===== config.mk =====
export PLATFORM = sky130hd
export DESIGN_NAME = demux_1_4_seq_flat
export DESIGN_NICKNAME = d
export VERILOG_FILES = /design/src/rtl/demux_1_4_seq_if.sv /design/src/rtl/demux_1_4_seq.sv /design/src/flat_wrapper.sv
export SDC_FILE = /design/constraint.sdc
export NUM_CORES = 1
export LEC_CHECK = 0
export CORE_MARGIN = 4
export CORE_UTILIZATION = 48
export CTS_CLUSTER_DIAMETER = 30
export DETAILED_ROUTE_END_ITERATION = 7
export PLACE_DENSITY = 0.84
export SYNTH_ARGS = -nofsm -noshare
export SYNTH_HDL_FRONTEND = slang
export SYNTH_SLANG_ARGS = --single-unit

===== constraint.sdc =====
create_clock -name Clk -period 3.7 [get_ports Clk]
set_input_delay 0.555 -clock Clk [delete_from_list [all_inputs] [get_ports Clk]]
set_output_delay 0.555 -clock Clk [all_outputs]
set_load 0.03 [all_outputs]

===== src/rtl/demux_1_4_seq_if.sv =====
`default_nettype none
// +----------------------------------------------------------------------------+
// | Module      : demux_1_4_seq_if                                             |
// | Description : Producer-side and four consumer-side handshake bundle for    |
// |               demux_1_4_seq. Cnt0..Cnt3 exist only with DEMUX_1_4_CNT_EN.  |
// | Revision    : 1.0 - initial release                                        |
// +----------------------------------------------------------------------------+
interface demux_1_4_seq_if #(
    parameter int W = 8
`ifdef DEMUX_1_4_CNT_EN
    , parameter int CNT_W = 8
`endif
);
    logic [W-1:0]     In;
    logic             In_valid;
    logic             In_ready;
    logic             Sel1;
    logic             Sel0;
    logic             Rr_en;

    logic [W-1:0]     Out0;
    logic [W-1:0]     Out1;
    logic [W-1:0]     Out2;
    logic [W-1:0]     Out3;
    logic             Out0_valid;
    logic             Out1_valid;
    logic             Out2_valid;
    logic             Out3_valid;
    logic             Out0_ready;
    logic             Out1_ready;
    logic             Out2_ready;
    logic             Out3_ready;

`ifdef DEMUX_1_4_CNT_EN
    logic [CNT_W-1:0] Cnt0;
    logic [CNT_W-1:0] Cnt1;
    logic [CNT_W-1:0] Cnt2;
    logic [CNT_W-1:0] Cnt3;
`endif

    // Master drives the producer and consumer-ready sides (system / bench).
    modport master (
        output In, In_valid, Sel1, Sel0, Rr_en,
        output Out0_ready, Out1_ready, Out2_ready, Out3_ready,
        input  In_ready,
        input  Out0, Out1, Out2, Out3,
        input  Out0_valid, Out1_valid, Out2_valid, Out3_valid
`ifdef DEMUX_1_4_CNT_EN
        , input Cnt0, Cnt1, Cnt2, Cnt3
`endif
    );

    modport slave (
        input  In, In_valid, Sel1, Sel0, Rr_en,
        input  Out0_ready, Out1_ready, Out2_ready, Out3_ready,
        output In_ready,
        output Out0, Out1, Out2, Out3,
        output Out0_valid, Out1_valid, Out2_valid, Out3_valid
`ifdef DEMUX_1_4_CNT_EN
        , output Cnt0, Cnt1, Cnt2, Cnt3
`endif
    );
endinterface
`default_nettype wire


===== src/rtl/demux_1_4_seq.sv =====
`default_nettype none
// +----------------------------------------------------------------------------+
// | Module      : demux_1_4_seq                                                |
// | Description : Registered 1-to-4 demultiplexer, one 1-deep holding register |
// |               per channel, select or strict round-robin routing.           |
// |               Optional delivery counters: define DEMUX_1_4_CNT_EN.         |
// | Revision    : 1.0 - initial release                                        |
// +----------------------------------------------------------------------------+
module demux_1_4_seq #(
    parameter int W = 8
`ifdef DEMUX_1_4_CNT_EN
    , parameter int CNT_W = 8
`endif
) (
    input  wire logic          Clk,
    input  wire logic          Rst_n,
    demux_1_4_seq_if.slave     bus
);

    localparam int c_NCH = 4;

    logic [W-1:0]     r_data [c_NCH];
    logic [c_NCH-1:0] r_valid;
    logic [1:0]       r_rr_ptr;

    logic [c_NCH-1:0] w_out_ready;
    logic [c_NCH-1:0] w_load;
    logic [c_NCH-1:0] w_deliver;
    logic [1:0]       w_dest;
    logic             w_in_ready;
    logic             w_accept;

    assign w_out_ready = {bus.Out3_ready, bus.Out2_ready, bus.Out1_ready, bus.Out0_ready};

    always_comb begin
        w_dest     = bus.Rr_en ? r_rr_ptr : {bus.Sel1, bus.Sel0};
        // Ready is gated by Rst_n so the producer sees a stall throughout reset.
        w_in_ready = Rst_n && (!r_valid[w_dest] || w_out_ready[w_dest]);
        w_accept   = bus.In_valid && w_in_ready;
        w_deliver  = r_valid & w_out_ready;
    end

    // Strict round-robin: the pointer only advances on an actual accept.
    always_ff @(posedge Clk or negedge Rst_n) begin
        if (!Rst_n) begin
            r_rr_ptr <= 2'd0;
        end else if (w_accept && bus.Rr_en) begin
            r_rr_ptr <= r_rr_ptr + 2'd1;
        end
    end

    generate
        for (genvar n = 0; n < c_NCH; n++) begin : g_chan
            assign w_load[n] = w_accept && (w_dest == 2'(n));

            // A load takes priority so a same-cycle deliver+refill keeps valid high.
            always_ff @(posedge Clk or negedge Rst_n) begin
                if (!Rst_n) begin
                    r_data[n]  <= '0;
                    r_valid[n] <= 1'b0;
                end else if (w_load[n]) begin
                    r_data[n]  <= bus.In;
                    r_valid[n] <= 1'b1;
                end else if (w_deliver[n]) begin
                    r_valid[n] <= 1'b0;
                end
            end
        end
    endgenerate

    assign bus.In_ready   = w_in_ready;
    assign bus.Out0       = r_data[0];
    assign bus.Out1       = r_data[1];
    assign bus.Out2       = r_data[2];
    assign bus.Out3       = r_data[3];
    assign bus.Out0_valid = r_valid[0];
    assign bus.Out1_valid = r_valid[1];
    assign bus.Out2_valid = r_valid[2];
    assign bus.Out3_valid = r_valid[3];

`ifdef DEMUX_1_4_CNT_EN
    logic [CNT_W-1:0] r_cnt [c_NCH];

    generate
        for (genvar n = 0; n < c_NCH; n++) begin : g_cnt
            always_ff @(posedge Clk or negedge Rst_n) begin
                if (!Rst_n) begin
                    r_cnt[n] <= '0;
                end else if (w_deliver[n]) begin
                    r_cnt[n] <= r_cnt[n] + 1'b1;
                end
            end
        end
    endgenerate

    assign bus.Cnt0 = r_cnt[0];
    assign bus.Cnt1 = r_cnt[1];
    assign bus.Cnt2 = r_cnt[2];
    assign bus.Cnt3 = r_cnt[3];
`endif

endmodule
`default_nettype wire


===== src/flat_wrapper.sv =====
// flat-port wrapper written by rule: the top's interface ports become plain ports
module demux_1_4_seq_flat 
#(
    parameter int W = 8

)
  (Clk, Rst_n, bus_In, bus_In_valid, bus_Sel1, bus_Sel0, bus_Rr_en, bus_Out0_ready, bus_Out1_ready, bus_Out2_ready, bus_Out3_ready, bus_In_ready, bus_Out0, bus_Out1, bus_Out2, bus_Out3, bus_Out0_valid, bus_Out1_valid, bus_Out2_valid, bus_Out3_valid);
  demux_1_4_seq_if #(.W(W)) bus_i ();
  input  wire logic Clk;
  input  wire logic Rst_n;
  input wire logic [$bits(bus_i.In)-1:0] bus_In;
  input wire logic [$bits(bus_i.In_valid)-1:0] bus_In_valid;
  input wire logic [$bits(bus_i.Sel1)-1:0] bus_Sel1;
  input wire logic [$bits(bus_i.Sel0)-1:0] bus_Sel0;
  input wire logic [$bits(bus_i.Rr_en)-1:0] bus_Rr_en;
  input wire logic [$bits(bus_i.Out0_ready)-1:0] bus_Out0_ready;
  input wire logic [$bits(bus_i.Out1_ready)-1:0] bus_Out1_ready;
  input wire logic [$bits(bus_i.Out2_ready)-1:0] bus_Out2_ready;
  input wire logic [$bits(bus_i.Out3_ready)-1:0] bus_Out3_ready;
  output wire logic [$bits(bus_i.In_ready)-1:0] bus_In_ready;
  output wire logic [$bits(bus_i.Out0)-1:0] bus_Out0;
  output wire logic [$bits(bus_i.Out1)-1:0] bus_Out1;
  output wire logic [$bits(bus_i.Out2)-1:0] bus_Out2;
  output wire logic [$bits(bus_i.Out3)-1:0] bus_Out3;
  output wire logic [$bits(bus_i.Out0_valid)-1:0] bus_Out0_valid;
  output wire logic [$bits(bus_i.Out1_valid)-1:0] bus_Out1_valid;
  output wire logic [$bits(bus_i.Out2_valid)-1:0] bus_Out2_valid;
  output wire logic [$bits(bus_i.Out3_valid)-1:0] bus_Out3_valid;
  assign bus_i.In = bus_In;
  assign bus_i.In_valid = bus_In_valid;
  assign bus_i.Sel1 = bus_Sel1;
  assign bus_i.Sel0 = bus_Sel0;
  assign bus_i.Rr_en = bus_Rr_en;
  assign bus_i.Out0_ready = bus_Out0_ready;
  assign bus_i.Out1_ready = bus_Out1_ready;
  assign bus_i.Out2_ready = bus_Out2_ready;
  assign bus_i.Out3_ready = bus_Out3_ready;
  assign bus_In_ready = bus_i.In_ready;
  assign bus_Out0 = bus_i.Out0;
  assign bus_Out1 = bus_i.Out1;
  assign bus_Out2 = bus_i.Out2;
  assign bus_Out3 = bus_i.Out3;
  assign bus_Out0_valid = bus_i.Out0_valid;
  assign bus_Out1_valid = bus_i.Out1_valid;
  assign bus_Out2_valid = bus_i.Out2_valid;
  assign bus_Out3_valid = bus_i.Out3_valid;
  demux_1_4_seq #(.W(W)) u_core (.Clk(Clk), .Rst_n(Rst_n), .bus(bus_i));
endmodule

# Yosys cells after proc, flatten, opt, wreduce, memory -nomap -nowiden
# Index checks and enable logic that the tools add are counted.
dict set report classes {
  n_bitwise 1
  eq_ne 3
  muxes 13
  order_cmp 1
  addsub 1
  reduce_logical 14
}
# op count
set op_table {}
lappend op_table {{2-to-1 mux 1 bit} 10}
lappend op_table {{nonzero test 2 bit} 4}
lappend op_table {{logical AND 1 bit} 7}
lappend op_table {{AND 4 bit} 1}
lappend op_table {{binary-select mux 1 bit (select 2 bit)} 2}
lappend op_table {{equality test 2 bit (second input constant)} 2}
lappend op_table {{less-than comparator 2 x 3 -> 1 bit (second input constant)} 1}
lappend op_table {{adder 2 x 1 -> 2 bit (second input constant)} 1}
lappend op_table {{equality test 2 x 1 -> 1 bit (second input constant)} 1}
lappend op_table {{zero test 2 bit} 1}
lappend op_table {{2-to-1 mux 2 bit} 1}
lappend op_table {{zero test 1 bit} 1}
lappend op_table {{logical OR 1 bit} 1}
dict set report totals {
  out_inout_bits 37
  regBits 38
}

# Depth between registers and ports, before layout
dict set report depth {
  ltp_word 9
  ltp_mapped 4
  depth_no_buf 3
}

# Least setup slack after synthesis
# No wires, ideal clock.
dict set report synth_path {
  path_type {input to output}
  startpoint {input port bus_Rr_en}
  endpoint {output port bus_In_ready}
  t_required_ns 3.145
  n_path_buf 0
  t_arrival_ns 1.712
  setup_slack_ns 1.433
  cell_stages 3
  cell_sequence {mux2i_1 > nand2_1 > o2bb2ai_1}
}
dict set report synth_between {
  elab_chain_len 6
  elab_cells_between_ends 8
  cone_classes {mux: 5; reduce/logical: 3}
}
# item line_no
set synth_lines {}
lappend synth_lines {{from (decl)} flat_wrapper.sv:15} ;# input wire logic [$bits(bus_i.Rr_en)-1:0] bus_Rr_en;
lappend synth_lines {{2-to-1 mux 2 bit *} demux_1_4_seq.sv:36} ;# w_dest = bus.Rr_en ? r_rr_ptr : {bus.Sel1, bus.Sel0};
lappend synth_lines {{binary-select mux 1 bit (select 2 bit)} demux_1_4_seq.sv:38} ;# w_in_ready = Rst_n && (!r_valid[w_dest] || w_out_ready[w_dest]);
lappend synth_lines {{2-to-1 mux 1 bit (not written as such)} demux_1_4_seq.sv:38}
lappend synth_lines {{zero test 1 bit} demux_1_4_seq.sv:38}
lappend synth_lines {{logical OR 1 bit *} demux_1_4_seq.sv:38}
lappend synth_lines {{logical AND 1 bit *} demux_1_4_seq.sv:38}
lappend synth_lines {{to (decl)} flat_wrapper.sv:20} ;# output wire logic [$bits(bus_i.In_ready)-1:0] bus_In_ready;
# Mark *: on every way between the ends. The rest lies on a longest branch, timed or not. The select of a mux whose other input is x is not followed.

# Worst setup path in the final report
# Same ends and word-level chain as after synthesis.

==> flow_summary.toml <==
[run_status]
status = "finished clean"

[sta]
rsz0062_at_grt = "false"
setup_violations = 0
tns_ns = 0
fin_crit_ns = 3.45
fmax_mhz = 290
finalMaxSlewViolations = 0
whs_ns = 0.0813
fin_crit_sh_pct = 93.3
hold_violations = 0
slew_headroom_pct = 45.0
finClkSkew_ns = 0.00442
tightest_slew_ns = 0.802

[clock_tree]
post_cts_resized = 0
cts.sinks = 38
postCtsSetupBuffers = 0
htreeDepth = 2
cts_tree = "done"
ctsHoldBuffers = 0
clockBufferDepth = 2
cts_made_buffers = 5
cts-root-buf = "clkbuf_4"
clk_pin_slew_worst_paths_ns = 0.10
clock_latency_ns = 0.34

[synthesis]
yosysSeqAreaShare_pct = 59.3
synth-edff-count = 0
synth_area_um2 = 1600
synth_top_area_share_pct = 59.3
synth_area_leaders = "dfrtp_1 (59%), mux2_2 (22%), mux2i_1 (1.9%)"
ys_types = 27
synth_nets = 122
netlist_top_cells_count = "dfrtp_1 (38), mux2_2 (32), inv_1 (3), mux2i_1 (3), nand2_1 (3)"
ys_ff_latch = 38
yosysMostFrequentCell = "dfrtp_1"
avgSynthCellArea_um2 = 15.4
syn_inst = 104
yosys.area.top_type = "dfrtp_1"
ys.flop_type = "dfrtp_1"
ys_async_sr_fraction_pct = 100
synth_warnings = 0

[place]
port_buffers = 54
place.gp.congestion = 0.805
place_area_um2 = 2190
dp_hpwl_mm = 2.71
dp_cells = 202

[power]
p_int_uw = 1190
ir_drop_v = 0.000496
leakage_uw = 0.000955
switching_share_pct = 40.9
powerDensity_nw_per_um2 = 900
power.switching_uw = 826
share_comb_of_total_power_pct = 53.8
clkPwrFrac_pct = 10.3
p_seq_share_pct = 35.9

[floorplan]
initial_core_util_pct = 51.3
die_area_um2 = 4330
die_w_um = 65.8
rows = 20
coreArea_um2 = 3130
die_y_um = 65.8
ioPinCount = 55

[worst_setup_path]
crit_path_end_kind = "output port"
worst_path_most_repeated_cell = "clkdlybuf4s50_1"
critPathMaxFanout = 6
path_class = "primary input to output port"
max_stage_delay_ns = 0.72
cp.required_ns = 3.14
crit_path_start_kind = "primary input"
cp_cell_sequence = "clkdlybuf4s50_1 -> mux2i_1 -> and2b_2 -> o2bb2ai_1 -> clkdlybuf4s50_1"
slowest_stage = "mux2i_1"
cp.arrival_ns = 2.90

[route]
dr.max_layer_used = "met4"
drc_errors = 0
wirelength_met1_mm = 1.60
drt_iter0_markers = 55
route.met2.wl_mm = 1.77
drt_pass1_iterations = 4
vias = 1091
vias_per_cell = 5.25
wl_met3_um = 250
wl_per_cell_um = 17.6
ant_nets = 0
routed_wl_mm = 3.67

[finish]
drive_gt1_share_pct = 30.5
final_cell_count_no_fill = 208
insertedDiodeCount = 0
syn2layout_area_growth_pct = 40.0
final_area_um2 = 2250
num-fill-cells = 231
fin_nets = 183

[global_routing]
gr-total-overflow = 0
antenna_found_initial = 0
grt_pass1_vias = 1242
grt_usage_pct = 19.9
grt_max_degree = 30
grt_pass1_wl_mm = 6.29

[worst_hold_path]
hp-class = "primary input to asynchronous set/reset pin"

[flow_run]
cap_violations = 0
[cells in the final DEF, fill, tap and decap left out, drive strengths merged, types with 2 or more instances in the layout]
| cell type | n |
|---|---|
| clkdlybuf4s50 | 53 |
| buf | 2 |
| mux2i | 4 |
| inv | 3 |
| nor4b | 2 |
| nor2b | 2 |
| nand2 | 3 |
| clkbuf | 6 |
| or2 | 2 |
| mux2 | 32 |
| nand2b | 2 |
| dfrtp | 38 |
[sequential cells by signal (all words and copies together), names as in the netlist]
name and flops:
u_core.bus.Out0 8, u_core.bus.Out1 8, u_core.bus.Out2 8, u_core.bus.Out3 8, u_core.r_rr_ptr 2, u_core.bus.Out0_valid 1
u_core.bus.Out1_valid 1, u_core.bus.Out2_valid 1, u_core.bus.Out3_valid 1
[path summary, 6_finish.rpt]
kind | from | end | slack [ns] | cells after the start
worst min register to register | u_core.bus.Out0[3] | u_core.bus.Out0[3] | 0.51 | 1
min in group Clk | u_core.bus.Out0[3] | u_core.bus.Out0[3] | 0.51 | 1
max in group asynchronous | Rst_n | u_core.bus.Out3[2] | 2.96 | 2
worst max-delay path | bus_Rr_en | bus_In_ready | 0.25 | 5
worst max register to register | u_core.r_rr_ptr[0] | u_core.bus.Out0[2] | 1.60 | 3
worst min-delay path | Rst_n | u_core.bus.Out3_valid | 0.08 | 1
[power groups by stage]
stage | Sequential [uW] | Combinational (uW) | Clock, uW
CTS | 726 | 1100 | 218
global placement | 722 | 1070 | 0
floorplan | 1080 | 254 | 0
global route | 752 | 1140 | 241
finish | 725 | 1090 | 209
detailed placement | 731 | 1090 | 0
[metal layers]
layer  vias to the layer above  global-route usage (%)
met2                        45                    31.2
met1                       541                    24.6
met4                         0                    8.03
met5                         -                       0
met3                         5                    7.82
li1                        500                       -
[kinds of logic after synthesis]
family,after synthesis,synth area share [%]
flip-flops,38,59.3
buffers and inverters,4,1.17
AO/OA/AOI/OAI,6,3.20
AND/OR/NAND/NOR,20,10.6
multiplexers,36,25.7
[stage by stage]
step / setup WS (ns) / power (uW) / util (%)
after detailed placement: 0.273 / 1820 / 70.2
after floorplan: 1.43 / 1340 / -
after global routing: 0.120 / 2130 / 71.8
after global placement: 0.404 / 1790 / 70.2
after CTS: 0.267 / 2040 / 71.8
final: 0.247 / 2020 / 71.8
[final cells by class]
cell class                      instances  area (um2)  share of cell area [%]
Clock buffer                            6        51.3                    2.28
Inverter                                3        11.3                   0.501
Multi-Input combinational cell         62         634                    28.2
Sequential cell                        38         951                    42.3
Tap cell                               44        55.1                    2.45
Timing Repair Buffer                   55         543                    24.2
[critical path: cells and delay by family]
kind	cells	cell delay, ns
simple gates	1	0.31
buf+inv	2	1.19
mux	1	0.72
compound gates	1	0.12
No activity file was read; power rests on OpenSTA's default activity.
